`config.mk`:
```
export PLATFORM = sky130hd
export DESIGN_NAME = player_motion_ctrl_flat
export DESIGN_NICKNAME = d
export VERILOG_FILES = /design/src/rtl/player_motion_ctrl_if.sv /design/src/rtl/player_motion_ctrl.sv /design/src/flat_wrapper.sv
export SDC_FILE = /design/constraint.sdc
export NUM_CORES = 1
export LEC_CHECK = 0
export ABC_AREA = 1
export ABC_CLOCK_PERIOD_IN_PS = 1680
export CAP_MARGIN = 15
export CORE_MARGIN = 2
export CORE_UTILIZATION = 55
export DETAILED_ROUTE_END_ITERATION = 12
export DONT_BUFFER_PORTS = 1
export PLACE_DENSITY = 0.82
export SLEW_MARGIN = 20
export SYNTH_ARGS = -nofsm -noshare
export SYNTH_HDL_FRONTEND = slang
export SYNTH_SLANG_ARGS = --single-unit
```
`constraint.sdc`:
```
create_clock -name sys_clk -period 1.68 [get_ports sys_clk]
set_input_delay 0.168 -clock sys_clk [delete_from_list [all_inputs] [get_ports sys_clk]]
set_output_delay 0.168 -clock sys_clk [all_outputs]
set_load 0.02 [all_outputs]
```
`src/rtl/player_motion_ctrl_if.sv`:
```
// Bundle between the button/collision front end and the motion controller.
// master: drives tick, buttons and flags; slave: returns velocities and status.
interface player_motion_ctrl_if #(
    parameter int CW = 5
);
    logic              frame_tick;
    logic              left;
    logic              right;
    logic              jump;
    logic              on_ground;
    logic              hit_wall;
    logic signed [7:0] vel_x;
    logic signed [7:0] vel_y;
    logic [2:0]        state;
    logic [CW-1:0]     charge;
    logic              face_dir;
    logic              launch;

    modport master (
        output frame_tick, left, right, jump, on_ground, hit_wall,
        input  vel_x, vel_y, state, charge, face_dir, launch
    );

    modport slave (
        input  frame_tick, left, right, jump, on_ground, hit_wall,
        output vel_x, vel_y, state, charge, face_dir, launch
    );
endinterface

```
`src/rtl/player_motion_ctrl.sv`:
```
// Frame-stepped player motion controller: walk, hold-to-charge jump, airborne physics.
// Ports: sys_clk, sys_rst (sync, active-high), mc (slave side of player_motion_ctrl_if).
module player_motion_ctrl #(
    parameter int CHARGE_MAX = 31,
    parameter int VX_WALK    = 2,
    parameter int VX_JUMP    = 3,
    parameter int VY_BASE    = 4,
    parameter int GRAVITY    = 1,
    parameter int VY_TERM    = 8
) (
    input  logic              sys_clk,
    input  logic              sys_rst,
    player_motion_ctrl_if.slave mc
);
    localparam int CW = $clog2(CHARGE_MAX + 1);

    localparam logic [CW-1:0]      CMAX   = CW'(CHARGE_MAX);
    localparam logic signed [7:0]  VXW    = 8'(VX_WALK);
    localparam logic signed [7:0]  VXJ    = 8'(VX_JUMP);
    localparam logic [7:0]         VYB    = 8'(VY_BASE);
    localparam logic signed [8:0]  GRAV9  = 9'(GRAVITY);
    localparam logic signed [8:0]  TERM9  = 9'(VY_TERM);
    localparam logic signed [7:0]  TERM8  = 8'(VY_TERM);

    typedef enum logic [2:0] {
        S_IDLE   = 3'd0,
        S_WALK   = 3'd1,
        S_CHARGE = 3'd2,
        S_AIR    = 3'd3,
        S_LAND   = 3'd4
    } state_e;

    state_e            state_q, state_d;
    logic signed [7:0] vel_x_q, vel_x_d;
    logic signed [7:0] vel_y_q, vel_y_d;
    logic [CW-1:0]     charge_q, charge_d;
    logic              face_q, face_d;
    logic              launch_q, launch_d;

    logic              dir_w;
    logic signed [8:0] vy_ext_w;
    logic signed [8:0] vy_grav_w;
    logic signed [7:0] vy_fall_w;
    logic [7:0]        lift_w;
    logic signed [7:0] vy_launch_w;
    logic [CW-1:0]     charge_inc_w;

    // Both buttons together cancel out.
    assign dir_w = mc.left ^ mc.right;

    // Gravity step, clamped at terminal velocity (9 bits avoids wrap).
    assign vy_ext_w  = {vel_y_q[7], vel_y_q};
    assign vy_grav_w = vy_ext_w + GRAV9;
    assign vy_fall_w = (vy_grav_w > TERM9) ? TERM8 : vy_grav_w[7:0];

    assign lift_w      = VYB + 8'(charge_q);
    assign vy_launch_w = 8'd0 - lift_w;

    assign charge_inc_w = (charge_q == CMAX) ? charge_q : charge_q + CW'(1);

    // State and datapath registers.
    always_ff @(posedge sys_clk) begin
        if (sys_rst) begin
            state_q  <= S_IDLE;
            vel_x_q  <= '0;
            vel_y_q  <= '0;
            charge_q <= '0;
            face_q   <= 1'b1;
            launch_q <= 1'b0;
        end else begin
            state_q  <= state_d;
            vel_x_q  <= vel_x_d;
            vel_y_q  <= vel_y_d;
            charge_q <= charge_d;
            face_q   <= face_d;
            launch_q <= launch_d;
        end
    end

    // Next-state logic.
    always_comb begin
        state_d = state_q;
        if (mc.frame_tick) begin
            unique case (state_q)
                S_IDLE, S_WALK: begin
                    if (!mc.on_ground)   state_d = S_AIR;
                    else if (mc.jump)    state_d = S_CHARGE;
                    else if (dir_w)      state_d = S_WALK;
                    else                 state_d = S_IDLE;
                end
                S_CHARGE: begin
                    if (!mc.on_ground || !mc.jump) state_d = S_AIR;
                end
                S_AIR: begin
                    // Land only when moving down or at rest.
                    if (mc.on_ground && !vel_y_q[7]) state_d = S_LAND;
                end
                S_LAND:  state_d = S_IDLE;
                default: state_d = S_IDLE;
            endcase
        end
    end

    // Datapath / output logic.
    always_comb begin
        vel_x_d  = vel_x_q;
        vel_y_d  = vel_y_q;
        charge_d = charge_q;
        face_d   = face_q;
        launch_d = 1'b0;
        if (mc.frame_tick) begin
            unique case (state_q)
                S_IDLE, S_WALK: begin
                    if (!mc.on_ground) begin
                        vel_x_d = '0;
                        vel_y_d = '0;
                    end else if (mc.jump) begin
                        vel_x_d  = '0;
                        charge_d = '0;
                    end else if (dir_w) begin
                        vel_x_d = mc.right ? VXW : -VXW;
                        face_d  = mc.right;
                    end else begin
                        vel_x_d = '0;
                    end
                end
                S_CHARGE: begin
                    vel_x_d = '0;
                    if (!mc.on_ground) begin
                        charge_d = '0;
                        vel_y_d  = '0;
                    end else if (mc.jump) begin
                        charge_d = charge_inc_w;
                        if (dir_w) face_d = mc.right;
                    end else begin
                        vel_y_d  = vy_launch_w;
                        vel_x_d  = !dir_w   ? 8'sd0 :
                                   mc.right ? VXJ   : -VXJ;
                        launch_d = 1'b1;
                        charge_d = '0;
                    end
                end
                S_AIR: begin
                    if (mc.on_ground && !vel_y_q[7]) begin
                        vel_x_d = '0;
                        vel_y_d = '0;
                    end else begin
                        vel_y_d = vy_fall_w;
                        if (mc.hit_wall && vel_x_q != 8'sd0) begin
                            vel_x_d = 8'sd0 - vel_x_q;
                            face_d  = ~face_q;
                        end
                    end
                end
                S_LAND: begin
                end
                default: begin
                end
            endcase
        end
    end

    assign mc.vel_x    = vel_x_q;
    assign mc.vel_y    = vel_y_q;
    assign mc.state    = state_q;
    assign mc.charge   = charge_q;
    assign mc.face_dir = face_q;
    assign mc.launch   = launch_q;

endmodule

```
`src/flat_wrapper.sv`:
```
// flat-port wrapper written by rule: the top's interface ports become plain ports
module player_motion_ctrl_flat 
#(
    parameter int CHARGE_MAX = 31,
    parameter int VX_WALK    = 2,
    parameter int VX_JUMP    = 3,
    parameter int VY_BASE    = 4,
    parameter int GRAVITY    = 1,
    parameter int VY_TERM    = 8
)
  (sys_clk, sys_rst, mc_frame_tick, mc_left, mc_right, mc_jump, mc_on_ground, mc_hit_wall, mc_vel_x, mc_vel_y, mc_state, mc_charge, mc_face_dir, mc_launch);
  player_motion_ctrl_if #(.CW(5)) mc_i ();
  input  logic sys_clk;
  input  logic sys_rst;
  input wire logic [$bits(mc_i.frame_tick)-1:0] mc_frame_tick;
  input wire logic [$bits(mc_i.left)-1:0] mc_left;
  input wire logic [$bits(mc_i.right)-1:0] mc_right;
  input wire logic [$bits(mc_i.jump)-1:0] mc_jump;
  input wire logic [$bits(mc_i.on_ground)-1:0] mc_on_ground;
  input wire logic [$bits(mc_i.hit_wall)-1:0] mc_hit_wall;
  output wire logic [$bits(mc_i.vel_x)-1:0] mc_vel_x;
  output wire logic [$bits(mc_i.vel_y)-1:0] mc_vel_y;
  output wire logic [$bits(mc_i.state)-1:0] mc_state;
  output wire logic [$bits(mc_i.charge)-1:0] mc_charge;
  output wire logic [$bits(mc_i.face_dir)-1:0] mc_face_dir;
  output wire logic [$bits(mc_i.launch)-1:0] mc_launch;
  assign mc_i.frame_tick = mc_frame_tick;
  assign mc_i.left = mc_left;
  assign mc_i.right = mc_right;
  assign mc_i.jump = mc_jump;
  assign mc_i.on_ground = mc_on_ground;
  assign mc_i.hit_wall = mc_hit_wall;
  assign mc_vel_x = mc_i.vel_x;
  assign mc_vel_y = mc_i.vel_y;
  assign mc_state = mc_i.state;
  assign mc_charge = mc_i.charge;
  assign mc_face_dir = mc_i.face_dir;
  assign mc_launch = mc_i.launch;
  player_motion_ctrl #(.CHARGE_MAX(CHARGE_MAX), .VX_WALK(VX_WALK), .VX_JUMP(VX_JUMP), .VY_BASE(VY_BASE), .GRAVITY(GRAVITY), .VY_TERM(VY_TERM)) u_core (.sys_clk(sys_clk), .sys_rst(sys_rst), .mc(mc_i));
endmodule
```
Word-level counts from Yosys, hierarchy flattened

Index checks and enable logic that the tools add are counted.
W data, S select, Z words.

Register bits after elaboration: 26
Input bits: 8
Output and inout port bits: 26
Word-level logic and storage cells: 89

Multiplexer cells: 38
Equality and inequality tests: 17
Bitwise logic cells: 5
Add/subtract/negate cells: 5
Reduce and logical (&&, ||, !) cells: 17
Order comparisons: 1

Operators with widths:

| kind                  | number |
|---|---|
| $mux W8               | 15 |
| $pmux W8 S3           | 2 |
| $mux W5               | 5 |
| $sub A1 B8 Y8 const A | 2 |
| $ne A2 B2 Y1 const B  | 7 |
| $mux W3               | 4 |
| $pmux W5 S2           | 1 |
| $add A8 B2 Y9 const B | 1 |
| $gt A9 B5 Y1 const B  | 1 |
| $mux W1               | 9 |
| $pmux W3 S3           | 1 |
| $reduce_and A8 Y1     | 1 |
| $reduce_bool A8 Y1    | 1 |
| $add A3 B5 Y6 const A | 1 |
| $eq A3 B2 Y1 const B  | 2 |
| $ne A2 B1 Y1 const B  | 3 |
| $reduce_and A3 Y1     | 2 |
| $add A5 B1 Y5 const B | 1 |
| $eq A5 B5 Y1 const B  | 1 |
| $reduce_and A5 Y1     | 1 |
| $ne A4 B4 Y1 const B  | 1 |
| $not A1 Y1            | 4 |
| $reduce_and A4 Y1     | 1 |
| $reduce_or A4 Y1      | 1 |
| 12 further kinds      | 15 |

Logic depth before layout (Yosys ltp)

Word-level depth: 5
Gate-level depth with buffers: 14
Mapped depth without buffers: 14

Least setup slack after synthesis

OpenSTA, ideal clock, no wires.

Path kind: register to register
From: register u_core.vel_y_q[0] (netlist: u_core.mc.vel_y[0])
To: register u_core.vel_y_q[3] (netlist: u_core.mc.vel_y[3])
Library setup time: 0.132 ns
Stages on the path, launching flop included: 13
Path buffers: 0
Setup slack: -0.081 ns
Clock period less this slack: 1.761 ns
Arrival time: 1.629 ns
Required time: 1.548 ns
Cells stage by stage: dfxtp_1 ha_1 nand3_2 o21bai_1 nand2_1 nor2_1 nand3_1 nand2_2 nand2_1 nand2_1 nand2_1 nand2_1 a21oi_1

Longest elaborated chain between the ends: 5

RTL lines:

| what                     | RTL line                  | source |
|---|---|---|
| start: declaration       | player_motion_ctrl.sv:35  | `logic signed [7:0] vel_y_q, vel_y_d;` |
| start signal: assignment | player_motion_ctrl.sv:73  | `vel_y_q <= vel_y_d;` |
| $add A8 B2 Y9 (*)        | player_motion_ctrl.sv:53  | `assign vy_grav_w = vy_ext_w + GRAV9;` |
| $gt A9 B5 Y1             | player_motion_ctrl.sv:54  | `assign vy_fall_w = (vy_grav_w > TERM9) ? TERM8 : vy_grav_w[7:0];` |
| $mux W8 (*)              | player_motion_ctrl.sv:54  |  |
| $mux W8 (*)              | player_motion_ctrl.sv:144 | `if (mc.on_ground && !vel_y_q[7]) begin` |
| $pmux W8 S3 (*)          | player_motion_ctrl.sv:112 | `unique case (state_q)` |

Mark *: on every way between the ends. The rest lies on a longest branch, timed or not.
A chain may end at the register's enable or synchronous reset.

Worst setup path in the final report

From: register u_core.vel_y_q[0] (netlist: u_core.mc.vel_y[0])
To: register u_core.vel_y_q[5] (netlist: u_core.mc.vel_y[5])

The elaborated chain is that of the path after synthesis.

==> metrics.md <==
| Metric | Value |
|---|---|
| Post-synth EDFFs | 0 |
| Vias per inst | 5.36 |
| Final instance area | 2300 sq um |
| # DRC | 0 |
| Crit path time final | 1.67 ns |
| Synth Cell Area | 1780 sq um |
| Register area share after synthesis | 29.3% |
| Synthesized flop and latch total | 26 |
| Initial antenna violation count | 0 |
| Slew at the pin closest to its max-slew limit | 0.582 ns |
| Delay of the slowest critical-path stage | 0.40 ns |
| Placer congestion estimate | 0.900 |
| RSZ-0062 raised after global routing | true |
| Hold Violations, Final | 0 |
| Insertion delay to the later sink of the worst-skew pair | 0.33 ns |
| Drt initial violations | 91 |
| ANT cells | 0 |
| Run status | finished clean |
| Synth Area in Compound Gates | 18.9% |
| Drt wl/cell | 13.1 um |
| Number of global-route vias before repair | ~1700 |
| Vias | between 1500 and 2000 |
| Clock sink total | 26 |
| Die Span X | between 60 and 70 um |
| WP depth | 12 |
| Max-capacitance violation count | 0 |
| Commonest cells after routing, fill and taps aside | nand2_1 (67), buf_4 (34), inv_1 (32), nor2_1 (27), a21oi_1 (20) |
| Routed WL | between 4 and 5 mm |
| Core Area | 3050 sq um |
| Reg2reg start | u_core.mc.vel_y[0] |
| Post-DP HPWL | approximately 3.2 mm |
| Worst reg-to-reg setup slack | approximately 0.0076 ns |
| Clock slew at reported path FFs | ~0.15 ns |
| Multiplexer share of the synthesized area | 0% |
| Min-Delay Path Class | primary input to flip-flop |
| GRT overflow | 0 |
| Area contributors post-synth | dfxtp_1 (29%), nand2_1 (15%), inv_1 (7.4%) |
| Startpoint types | flip-flop |
| Hold_ws | 0.0839 ns |
| Area after DPL | 2050 sq um |
| Port bufs | 0 |
| CP arrival | just under 2 ns |
| Max VDD drop | 442 uV |
| Commonest non-fill, non-tap cell in the layout | nand2_1 |
| Max Freq | 598 MHz |
| CTS Buffer Depth | 2 |
| Largest net degree at the start of global routing | 15 |
| Synth warnings | 0 |
| Syn Area/Cell | around 6.5 sq um |
| Fin crit share | 99.5% |
| Area grow syn2layout | 29.4% |
| CTS Root Cell | clkbuf_4 |
| CP cell instances | buf_8 > ha_2 > inv_1 > nor2_2 > nor2_1 > nor2_1 > nand3_1 > nand2_4 > nand3_1 > nand2_1 > nand2_1 > a21oi_1 |
| Clk_skew | 0.0119 ns |
| CP max-delay cell | dfxtp_4 |
| GRT Overall Usage | about a quarter |
| CP endpoint | u_core.mc.vel_y[5] |
| DIE AREA | 3700 sq um |
| Utilization after layout | between 70 and 80% |
| TritonRoute pass-1 iters | 4 |
| Worst slack, placed | -0.0275 ns |
| Largest family of logic cells by synthesized area | simple AND/OR/NAND/NOR gates |
| P per Cell Area | 612 nW/um^2 |
| R2r endpoint | u_core.mc.vel_y[5] |
| First-pass GRT wire length | 7.26 mm |
| Fraction of layout cells with a size suffix above 1 | 28.8% |
| Initial Util | 58.2% |
| H-tree Lvls | 1 |
| Final setup violation count | 0 |
| XOR/XNOR Fraction of Synth Area | 2.46% |
| Syn Nets | about 290 |
| Leak pwr | 0.00104 uW |
| Final ANT Viol Nets | 0 |
| CP startpoint | u_core.mc.vel_y[0] |
| Req. time, crit path | 1.95 ns |
| Die Span Y | 60.8 um |
| Slew HR | between 60 and 70% |
| Crit path buffers/inverters | 2 |
| Crit-path leading delay family | simple AND/OR/NAND/NOR gates |
| Row count | 20 |
| Final max-slew violation count | 0 |
| Synth area leader | dfxtp_1 |
| Critical Path End Type | flip-flop |
| Adder-cell share of the synthesized area | 6.34% |
| Synth top area share | 29.3% |
| CTS Buf Count | 3 |
| CTS tree | built |
| Unique masters post-synth | 36 |
| R2r worst-path depth | 12 |
| Top FF cell, synth | dfxtp_1 |
| Fin nets | 331 |
| Area fraction in and, or, nand and nor cells after synthesis | 34.1% |
| Setup Crit Path Kind | flip-flop to flip-flop |
| Final worst slack | 0.00764 ns |
| Top Ports | 34 |
| Async SR Flop Fraction | 0% |
| Post-Synthesis Cells | 274 |
| CP Max Fanout | 8 |
| Design Power | 1410 uW |
==> registers in the layout, summed over array words and instances, names as in the netlist <==
signal,count
u_core.mc.vel_x,8
u_core.mc.face_dir,1
u_core.mc.vel_y,8
u_core.mc.state,3
u_core.mc.launch,1
u_core.mc.charge,5
==> logic make-up after synthesis <==
family,count (synthesis)
AND/OR/NAND/NOR,137
AO/OA/AOI/OAI,56
buffers and inverters,41
flip-flops,26
adder cells (fa/ha/maj),9
XOR/XNOR,5
==> through the flow <==
stage / setup TNS (ns) / std cells
3_3_place_gp: 0 / 344
4_1_cts: 0 / 350
3_5_place_dp: -0.116 / 344
2_1_floorplan: 0 / 274
6_report: 0 / 357
5_1_grt: -1.07 / 357
==> worst min path at each step <==
stage                  from                 end  cells past startpoint
2_1_floorplan       sys_rst    u_core.mc.launch                      1
3_3_place_gp        sys_rst  u_core.mc.vel_y[1]                      1
3_5_place_dp        sys_rst  u_core.mc.vel_y[0]                      1
4_1_cts             mc_jump    u_core.mc.launch                      3
5_1_grt             mc_jump    u_core.mc.launch                      3
6_report       mc_on_ground  u_core.mc.state[0]                      3
==> tightest hold or removal path, cell delays in order <==
cell     delay, ns
nand2_1       0.03
nand3_1       0.07
a41oi_1       0.11
==> timing repair <==
item,in CTS,in global routing
gates cloned,0,0
buffers inserted,0,7
endpoints found under the hold margin,11,0
pin swaps,0,6
endpoints found under the setup margin,10,22
resized for setup,3,46
hold buffers,2,0
==> metal layers <==
metal	global-route usage [%]	wire [um]	vias up
met4	7.76	13	0
met1	34.6	2040	854
met3	4.90	373	2
li1	-	-	969
met2	40.9	2250	87
met5	0	0	-
==> area by class of cell <==
type                       instances  area [sq um]
timing repair buffer              38           302
fill                             244           753
inverter                          38           150
tap                               44          55.1
multi-input combinational        207          1220
clock buffer                       4          36.3
sequential                        26           537
==> cell usage after synthesis, types with 2 or more instances <==
| cell | number |
|---|---|
| nor2_1 | 29 |
| nand3_1 | 20 |
| nand3_2 | 2 |
| o21ai_0 | 16 |
| o21ai_1 | 2 |
| clkbuf_1 | 2 |
| xnor2_1 | 3 |
| nor3_1 | 4 |
| nand2_2 | 2 |
| a21oi_2 | 2 |
| ha_1 | 9 |
| xor2_1 | 2 |
| inv_2 | 2 |
| dfxtp_1 | 26 |
| o21ai_2 | 2 |
| o21a_1 | 2 |
| a21oi_1 | 23 |
| a211oi_1 | 2 |
| nand2_1 | 73 |
| inv_1 | 35 |
==> report_power, final <==
part	total, uW	leakage, uW	internal [uW]	switching (uW)
registers	681	0.000217	647	33.6
logic	397	0.000802	153	244
clock network	329	0.0000210	133	196
Note: power is estimated with default switching activity, not from simulation.
